==> src/rtl/loader_pkg.sv <==
// Shared types and constants for the loader RAM writer: state encoding, widths,
// default region placement and the word-to-byte address helper.
package loader_pkg;

  localparam int unsigned WORD_W = 32;
  localparam int unsigned ADDR_W = 32;

  localparam logic [ADDR_W-1:0] DEF_BASE_ADDR = 32'h0000_0000;
  localparam logic [WORD_W-1:0] DEF_MAX_WORDS = 32'h0040_0000;

  typedef enum logic [1:0] {
    IDLE        = 2'd0,
    REQ         = 2'd1,
    WAIT_ACK    = 2'd2,
    WAIT_WE_LOW = 2'd3
  } loader_state_e;

  // Byte address of word 'idx'; the shift and add both wrap modulo 2^32.
  function automatic logic [ADDR_W-1:0] word_addr(input logic [ADDR_W-1:0] base,
                                                  input logic [WORD_W-1:0] idx);
    return base + (idx << 2);
  endfunction

endpackage

==> src/rtl/loader_csum.sv <==
// Running 32-bit checksum of committed words. Only compiled and instantiated
// when LOADER_CSUM_EN is defined.
`ifdef LOADER_CSUM_EN
module loader_csum
  import loader_pkg::*;
(
  input  logic              clk27mhz,
  input  logic              rst,
  input  logic              add_en,
  input  logic [WORD_W-1:0] add_val,
  output logic [WORD_W-1:0] csum
);

  always_ff @(posedge clk27mhz or posedge rst) begin
    if (rst) begin
      csum <= '0;
    end else if (add_en) begin
      csum <= csum + add_val;
    end
  end

endmodule
`endif

==> src/rtl/loader_ram_writer.sv <==
// Commits each word handed over by the sector loader to RAM with a req/ack write.
// Define LOADER_CSUM_EN to add a running checksum of committed words on csum.
module loader_ram_writer
  import loader_pkg::*;
#(
  parameter logic [ADDR_W-1:0] BASE_ADDR = DEF_BASE_ADDR,
  parameter logic [WORD_W-1:0] MAX_WORDS = DEF_MAX_WORDS
) (
  input  logic              clk27mhz,
  input  logic              rst,
  input  logic [WORD_W-1:0] DATA,
  input  logic              WE,
  input  logic              DONE,
  output logic [7:0]        w_ctrl_state,
  output logic              mem_req,
  output logic [ADDR_W-1:0] mem_addr,
  output logic [WORD_W-1:0] mem_wdata,
  output logic [3:0]        mem_be,
  input  logic              mem_ack,
  output logic [WORD_W-1:0] words_written,
  output logic              overflow,
  output logic              boot_ready,
  output logic [WORD_W-1:0] csum
);

  loader_state_e state;

  assign w_ctrl_state = {6'b0, state};

  always_ff @(posedge clk27mhz or posedge rst) begin
    if (rst) begin
      state         <= IDLE;
      mem_req       <= 1'b0;
      mem_addr      <= '0;
      mem_wdata     <= '0;
      mem_be        <= '0;
      words_written <= '0;
      overflow      <= 1'b0;
      boot_ready    <= 1'b0;
    end else begin
      if (DONE && (state == IDLE) && !WE) begin
        boot_ready <= 1'b1;
      end
      case (state)
        IDLE: begin
          if (WE) begin
            mem_wdata <= DATA;
            mem_addr  <= word_addr(BASE_ADDR, words_written);
            if (words_written < MAX_WORDS) begin
              state <= REQ;
            end else begin
              overflow <= 1'b1;
              state    <= WAIT_WE_LOW;
            end
          end
        end
        REQ: begin
          mem_req <= 1'b1;
          mem_be  <= 4'hF;
          state   <= WAIT_ACK;
        end
        WAIT_ACK: begin
          if (mem_ack) begin
            mem_req <= 1'b0;
            mem_be  <= 4'h0;
            if (words_written != '1) begin
              words_written <= words_written + 1'b1;
            end
            state <= WAIT_WE_LOW;
          end
        end
        WAIT_WE_LOW: begin
          // Wait for WE to fall so a long pulse commits only one word.
          if (!WE) begin
            state <= IDLE;
          end
        end
        default: state <= IDLE;
      endcase
    end
  end

`ifdef LOADER_CSUM_EN
  logic commit;
  assign commit = (state == WAIT_ACK) && mem_ack;

  loader_csum u_csum (
    .clk27mhz (clk27mhz),
    .rst      (rst),
    .add_en   (commit),
    .add_val  (mem_wdata),
    .csum     (csum)
  );
`else
  assign csum = '0;
`endif

endmodule

==> config.mk <==
export PLATFORM = sky130hd
export DESIGN_NAME = loader_ram_writer
export DESIGN_NICKNAME = d
export VERILOG_FILES = /design/src/rtl/loader_pkg.sv /design/src/rtl/loader_csum.sv /design/src/rtl/loader_ram_writer.sv
export SDC_FILE = /design/constraint.sdc
export NUM_CORES = 1
export LEC_CHECK = 0
export BUFFER_PORTS_ARGS = -buffer_cell sky130_fd_sc_hd__buf_2
export CORE_ASPECT_RATIO = 1.1
export CORE_MARGIN = 10
export CORE_UTILIZATION = 48
export CTS_CLUSTER_DIAMETER = 60
export DETAILED_ROUTE_END_ITERATION = 10
export PLACE_DENSITY_LB_ADDON = 0.05
export SLEW_MARGIN = 20
export SYNTH_ARGS = -nofsm -noshare
export SYNTH_HDL_FRONTEND = slang
export SYNTH_SLANG_ARGS = --single-unit
export TNS_END_PERCENT = 1
==> constraint.sdc <==
create_clock -name clk27mhz -period 3.06 [get_ports clk27mhz]
set_input_delay 0.153 -clock clk27mhz [delete_from_list [all_inputs] [get_ports clk27mhz]]
set_output_delay 0.153 -clock clk27mhz [all_outputs]
set_load 0.005 [all_outputs]
---- Word-level counts from Yosys, hierarchy flattened ----
Index checks and enable logic that the tools add are counted.
storage, ports and cells
  bits in registers ....................... 103
  bits of input ports ..................... 37
  output and inout port bits .............. 143
  word-level logic and storage cells ...... 37
cells by class
  $add $sub $neg .......................... 1
  $lt $le $gt $ge ......................... 1
  equality and inequality tests ........... 7
  muxes and demuxes ....................... 9
  bitwise operators ....................... 1
  reduce and logical (&&, ||, !) cells .... 10
operators by type and width
  kind                                                   number
  adder 32 x 1 -> 32 bit (second input constant)         1
  < comparator 32 x 23 -> 1 bit (second input constant)  1
  != test 32 bit (second input constant)                 1
  AND reduction 3 bit                                    3
  two-way mux 2 bit                                      4
  case mux 2 bit (4 select lines)                        1
  case mux 4 bit (2 select lines)                        1
  != test 2 bit (second input constant)                  3
  == test 2 bit (second input constant)                  2
  two-way mux 4 bit                                      1
  AND reduction 2 bit                                    2
  == test 2 x 1 -> 1 bit (second input constant)         1
  logical AND 1 bit                                      2
  zero test 2 bit                                        1
  case mux 1 bit (2 select lines)                        1
  nonzero test 2 bit                                     1
  zero test 1 bit                                        1
  two-way mux 1 bit                                      1
  NOT 1 bit                                              1

---- Longest topological paths before layout ----
Gate-level depths: netlist of run 1.
  word-level depth ........................ 4
  mapped depth ............................ 7
  mapped depth without buffers ............ 7

---- Worst setup path before layout of run 1 ----
OpenSTA, ideal clock, no wires.
  path type ............................... reg2reg
  start point ............................. reg state[0]
  end point ............................... reg words_written[10]
  setup time .............................. 0.125 ns
  data arrival time ....................... 1.748 ns
  data required time ...................... 2.935 ns
  slack ................................... 1.187 ns
  cell stages (with the launch flop) ...... 8
  path buffers ............................ 0
  clock period less this slack ............ 1.873 ns
  cells stage by stage .................... dfrtp_1 -> inv_1 -> ha_1 -> nand2_1 -> or3_1 -> a31oi_1 -> nand3_1 -> xnor2_1
on the way
  longest elaborated chain between the ends .. 2
RTL lines
  what                           RTL line                 RTL
  start: declaration             loader_ram_writer.sv:26  loader_state_e state;
  start signal: assignment       loader_ram_writer.sv:32  state <= IDLE;
  start signal: assignment       loader_ram_writer.sv:50  state <= REQ;
  start signal: assignment       loader_ram_writer.sv:53  state <= WAIT_WE_LOW;
  == test 2 bit                  loader_ram_writer.sv:44  case (state)
  AND reduction 3 bit (no line)  --
  end signal: assignment         loader_ram_writer.sv:67  words_written <= words_written + 1'b1;
  end: declaration               loader_ram_writer.sv:20  output logic [WORD_W-1:0] words_written,
Every way passes these cells.
A chain may end at the register's enable or synchronous reset.

---- Worst setup path in the final report of run 1 ----
  start point ............................. reg words_written[9]
  end point ............................... reg words_written[29]
on the way
  longest elaborated chain between the ends .. 2
  elaborated cells on any way between the ends .. 3
  classes of those cells .................. add/sub (1); eq/ne (1); reduce/logical (1)
RTL lines
  what
  branches (longest 2 deep; another with adder 32 x 1 -> 32 bit)
Parallel ways; which one is timed is not known.

==> results.toml, run 1 <==
[timing]
maxSlewViolCount = 0
worstMarginPinSlew_ns = 0.749
fin_crit_ns = 2.19
max_clock_freq_ghz = 0.457
finalSetupTns_ns = 0
whs_ns = 0.0137
slew_headroom_pct = 50.1
final-hold-violation-count = 0
fin_skew_ns = 0.00776
setup_ws_ns = 0.870
finalSetupViolations = 0
rsz0062_at_grt = "false"
period_share_pct = 71.6

[logic_synthesis]
netlist_area_um2 = 4460
synth_async_sr_flop_share_pct = 100
synth_ff_type = "dfrtp_1"
syn-instance-count = 345
syn_area_per_cell_um2 = 12.9
synth_seq_area_share_pct = 55.6
ys_types = 39
yosys_warnings = 0
synth_edf_count = 0
synth-seq-cells = 99

[power_and_ir_drop]
leakage_nw = 2.87
power.density_nw_per_um2 = 694
peakVddDrop_mv = 0.436
total_power_w = 0.00379

[routing]
vias_per_cell = 4.87
first_iter_violations = 67
vias = 2992
wl_per_cell_um = 17.0
detail-route-antenna-nets = 0
dr.pass1.iters = 4
route.detailed.drc = 0
drt_wl_total_um = 10500

[clocking]
htreeDepth = 3
clock_tree.buffer_depth = 2
cts_tree = "done"
clock_sinks = 99
root_buffer = "clkbuf_8"
cts_inserted_buffers = 9
clock_latency_ns = 0.36
clk_pin_slew_ns = 0.10

[floorplanning]
core.rowCount = 36
dieArea_um2 = 13500
fp.dieW_um = 112
initial_utilization_pct = 49.7
coreArea_um2 = 8960
die_h_um = 121
io_pins = 180

[placement]
io_buffer_count = 139
place.gp.congestion = 0.771
place_hpwl_um = 7850
place_ws_ns = 0.673

[global_routing]
grt_pass1_vias = 3203
track_usage_pct = 15.1
antenna_found_initial = 0
grt_overflow_total = 0
grt_max_degree = 86
grt_pass1_wl_um = 16900

[layout]
fin_nets = 538
final_cell_mix = "buf_2, dfrtp_1, mux2_2"
syn2layout_area_growth_pct = 22.5
final_common_cell = "buf_2"
diodes = 0
layout-drive-gt1-share_pct = 46.3
fillerInstances = 769

[critical_path]
worstSetupPathType = "flop to flop"
cp-end-kind = "flop"
r2r-end = "words_written[29]"
r2r_start = "words_written[9]"
crit_arrival_ns = 2.49
startpoint_type = "flop"
cp-startpoint = "words_written[9]"
required_ns = 3.36
r2r_cells = 5
path_max_fanout = 13
rrSetupSlack_ns = 0.87
crit_end = "words_written[29]"

[outcome]
status = "completed"

[hold_path]
worstHoldPathType = "input port to flop"

[run]
max_cap_violations = 0
-- registers in the layout, indices dropped and copies added, names as in the netlist --
name / flops
overflow: 1
state: 2
mem_addr: 30
boot_ready: 1
words_written: 32
mem_be: 1
mem_wdata: 32
-- metrics by stage --
stage	cell area [µm²]	utilization (%)	std cells
floorplan	4600	-	384
global placement	5110	57.1	588
detailed placement	5110	57.1	588
CTS	5420	60.5	612
global route	5460	60.9	615
finish	5460	60.9	615
-- where the power goes --
part | leakage, nW | switching [W] | internal, W
sequential | 1.29 | 0.000177 | 0.00160
clock | 0.102 | 0.000463 | 0.000464
combinational | 1.48 | 0.000493 | 0.000592
-- worst max-delay path, cell delays in order, from the launching register on --
cell	delay, ns
dfrtp_1	0.48
nand4_1	0.25
nor3_1	0.57
a41oi_2	0.44
nand4_1	0.25
xnor2_1	0.13
-- layout make-up --
type                            instances  area [µm²]  share of cell area [%]
Timing Repair Buffer                  152         833                    15.3
Multi-Input combinational cell        230        1760                    32.3
Tap cell                              114         143                    2.61
Inverter                                4        20.0                   0.367
Sequential cell                        99        2480                    45.4
Clock buffer                            9         124                    2.27
Clock inverter                          7         100                    1.83
-- worst min path at each step --
| stage | endpoint | slack, ns | start | cells past startpoint |
|---|---|---|---|---|
| after floorplan | boot_ready | 0.27 | DONE | 1 |
| after global placement | boot_ready | 0.36 | DONE | 2 |
| after detailed placement | boot_ready | 0.37 | DONE | 2 |
| after CTS | mem_wdata[7] | 0.002 | DATA[7] | 2 |
| after global routing | mem_wdata[8] | 0.001 | DATA[8] | 2 |
| final | mem_wdata[24] | 0.01 | DATA[24] | 2 |
-- Yosys cell counts (2+ instances only) --
cell      instances  area [µm²]
and3_1           10        62.6
nand3_1          18        90.1
buf_4            44         330
and4_1            3        26.3
nor2_1            8        30.0
xor2_1            5        43.8
a31oi_1           2        12.5
dfrtp_1          99        2480
or3_1             3        18.8
inv_1             4        15.0
mux2_2           63         709
nand4_1           8        50.1
nand2_1          16        60.1
nor3_2            2        20.0
a41oi_1           2        17.5
clkbuf_1          6        22.5
nor4_1            2        12.5
xnor2_1          25         219
ha_1              5        62.6
-- routing by layer --
layer  GRT usage, %  vias to the layer above  part of all wire (%)
li1               -                     1424                     -
met1           18.3                     1455                    43
met2           24.6                      104                    49
met3           5.44                        9                   7.0
met4           4.82                        0                   1.1
met5              0                        -                     0
-- logic make-up after synthesis --
logic type | synth area share [%]
flip-flops | 55.6
AND/OR/NAND/NOR | 10.5
multiplexers | 15.9
buffers and inverters | 8.37
XOR/XNOR | 5.90
AO/OA/AOI/OAI | 2.19
adder cells (fa/ha/maj) | 1.40
other | 0.0842
-- what timing repair did --
item                      CTS  global route
resized for setup           0             0
buffers inserted            0             0
hold buffers                8             3
hold endpoints to repair    8            56
Power figures use the tool's default switching activity.
==> run 2, diff against run 1 <==
--- a/config.mk
+++ b/config.mk
@@ -5,10 +5,11 @@
 export SDC_FILE = /design/constraint.sdc
 export NUM_CORES = 1
 export LEC_CHECK = 0
+export ABC_AREA = 1
 export BUFFER_PORTS_ARGS = -buffer_cell sky130_fd_sc_hd__buf_2
 export CORE_ASPECT_RATIO = 1.1
 export CORE_MARGIN = 10
-export CORE_UTILIZATION = 48
+export CORE_UTILIZATION = 45
 export CTS_CLUSTER_DIAMETER = 60
 export DETAILED_ROUTE_END_ITERATION = 10
 export PLACE_DENSITY_LB_ADDON = 0.05
==> constraint.sdc (replaced) <==
create_clock -name clk27mhz -period 1.8 [get_ports clk27mhz]
set_input_delay 0.09 -clock clk27mhz [delete_from_list [all_inputs] [get_ports clk27mhz]]
set_output_delay 0.09 -clock clk27mhz [all_outputs]
set_load 0.005 [all_outputs]
==> run 2 against run 1 <==
Cell area grew 20%. Power grew 99%. Utilization shrank 1.3 points. Wire length grew 41%. Hold slack gained 0.082 ns. Synthesized cell count grew 96%. Final cell count grew 64%. Critical path depth grew 4. Clock power grew 100%. Combinational power grew 140%. Non-clock buffer count grew 42. Critical path type unchanged. Critical endpoint is now words_written[2]. Largest cell class unchanged.
==> results.toml, run 2 <==
[critical_path]
r2r-end = "words_written[2]"
crit_chain = "inv_1 > ha_1 > nand2_1 > inv_2 > nand2_1 > nand2_1 > buf_12 > nand2_1 > nand2_1"
r2r_start = "state[0]"
crit_arrival_ns = 1.92
slowest_delay_ns = 0.42
startpoint_type = "flop"
cp_slowest_cell = "dfrtp_1"
cpMostUsedCell = "nand2_1"
r2r_cells = 9
cp-end-kind = "flop"
worstSetupPathType = "flop to flop"
path_delay_family = "simple AND/OR/NAND/NOR gates"
critical_path_buf_inv_count = 3
path_max_fanout = 30
rrSetupSlack_ns = 0.16
required_ns = 2.08

[timing]
whs_ns = 0.0952
rsz0062_at_grt = "true"
setup_ws_ns = 0.158
final-hold-violation-count = 0
fin_crit_ns = 1.64
finalSetupViolations = 0
maxSlewViolCount = 0
max_clock_freq_ghz = 0.609
finalSetupTns_ns = 0
period_share_pct = 91.2
fin_skew_ns = 0.00850

[logic_synthesis]
synth_top_area_cell = "dfrtp_1"
yosys_warnings = 0
synth_edf_count = 0
synth.top_cell.area_share_pct = 48.6
syn_area_per_cell_um2 = 7.53
synth_top_cells_by_area = "dfrtp_1, nand2_1, buf_4"
synth_seq_area_share_pct = 48.6
synth-seq-cells = 99
synth_ff_type = "dfrtp_1"
yosysMostFrequentCell = "nand2_1"
synth_async_sr_flop_share_pct = 100
netlist_area_um2 = 5100
ys_types = 28
syn-instance-count = 677
synthTopCellsByCount = "nand2_1, dfrtp_1, nor2_1"

[hold_path]
hold_path_end = "boot_ready"
hp-start = "WE"
min_path_cells = 3
worstHoldPathType = "input port to flop"

[clocking]
clock_sinks = 99
clk_pin_slew_ns = 0.07
cts_inserted_buffers = 9
clock_tree.buffer_depth = 2
root_buffer = "clkbuf_16"
clock_latency_ns = 0.34
htreeDepth = 3
cts_tree = "done"

[routing]
route.detailed.drc = 0
wl_per_cell_um = 14.6
dr.pass1.iters = 5
vias = 4693
first_iter_violations = 230
drt_wl_total_um = 14700
detail-route-antenna-nets = 0
vias_per_cell = 4.66

[floorplanning]
initial_utilization_pct = 46.3
coreArea_um2 = 11000
die_h_um = 132
io_pins = 180
core.rowCount = 40
fp.dieW_um = 122
dieArea_um2 = 16000

[outcome]
status = "completed"

[power_and_ir_drop]
peakVddDrop_mv = 0.581
power.density_nw_per_um2 = 1150
leakage_nw = 3.64

[placement]
place_ws_ns = 0.100
io_buffer_count = 139
place.gp.congestion = 0.900
place_hpwl_um = 10700

[layout]
diodes = 0
syn2layout_area_growth_pct = 28.6
final_cell_mix = "nand2_1, buf_2, dfrtp_1"
fin_nets = 899
layout-drive-gt1-share_pct = 22.1
top_regs = "mem_wdata: 32 flops, words_written: 32 flops, mem_addr: 30 flops"
final_common_cell = "nand2_1"

[global_routing]
track_usage_pct = 18.4
grt_pass1_wl_um = 24000
grt_pass1_vias = 4660
grt_max_degree = 66
grt_overflow_total = 0
antenna_found_initial = 0

[run]
max_cap_violations = 0
-- run 2: worst register-to-register path, stage by stage (launching register included) --
cell	delay, ns
dfrtp_1	0.42
inv_1	0.10
ha_1	0.20
nand2_1	0.07
inv_2	0.16
nand2_1	0.14
nand2_1	0.14
buf_12	0.20
nand2_1	0.09
nand2_1	0.06
-- run 2: how the worst max path moves through the flow --
stage	startpoint	endpoint	slack, ns	cells after the start
global route	words_written[0]	words_written[11]	-0.04	11
floorplan	words_written[0]	words_written[0]	0.19	10
finish	state[0]	words_written[2]	0.16	9
global placement	words_written[2]	words_written[31]	0.12	9
detailed placement	words_written[2]	words_written[31]	0.10	9
CTS	words_written[2]	words_written[25]	0.08	9
-- run 2: what timing repair did --
action | in CTS | in global routing
hold endpoints to repair | 132 | 0
hold buffers | 34 | 0
resized for setup | 0 | 8
setup endpoints to repair | 0 | 30
setup buffers | 0 | 0
-- run 2: area by class of cell --
class	instances	area [µm²]
Clock buffer	12	236
Clock inverter	2	38.8
Fill cell	1035	4450
Inverter	35	135
Multi-Input combinational cell	518	2230
Sequential cell	99	2480
Tap cell	147	184
Timing Repair Buffer	194	1260
-- run 2: metrics by stage --
stage          total power (W)  cells  util, %  instance area, µm²
2_1_floorplan          0.00463    716        -                5250
3_3_place_gp           0.00560    959     53.8                5920
3_5_place_dp           0.00566    959     53.8                5920
4_1_cts                0.00759   1007     59.4                6540
5_1_grt                0.00812   1007     59.6                6560
6_report               0.00753   1007     59.6                6560
-- run 2: logic make-up after synthesis --
| group | share of synthesized area (%) |
|---|---|
| and+or+nand+nor | 33.8 |
| buffers and inverters | 11.1 |
| adders and majority gates | 1.23 |
| other | 0.0735 |
| xor gates and xnor gates | 2.23 |
| DFF | 48.6 |
| AOI/OAI and AO/OA | 3.02 |
-- run 2: metal layers --
layer | wire length [µm] | GRT usage (%) | vias up
met5 | 0 | 0 | -
met4 | 223 | 6.30 | 0
met3 | 977 | 3.68 | 14
met2 | 7080 | 29.8 | 160
met1 | 6440 | 23.6 | 2179
li1 | - | - | 2340
-- run 2: power by group --
part           switching [W]  total, W  internal (W)
logic                0.00152   0.00257       0.00106
registers           0.000349   0.00310       0.00275
clock network       0.000790   0.00186       0.00107
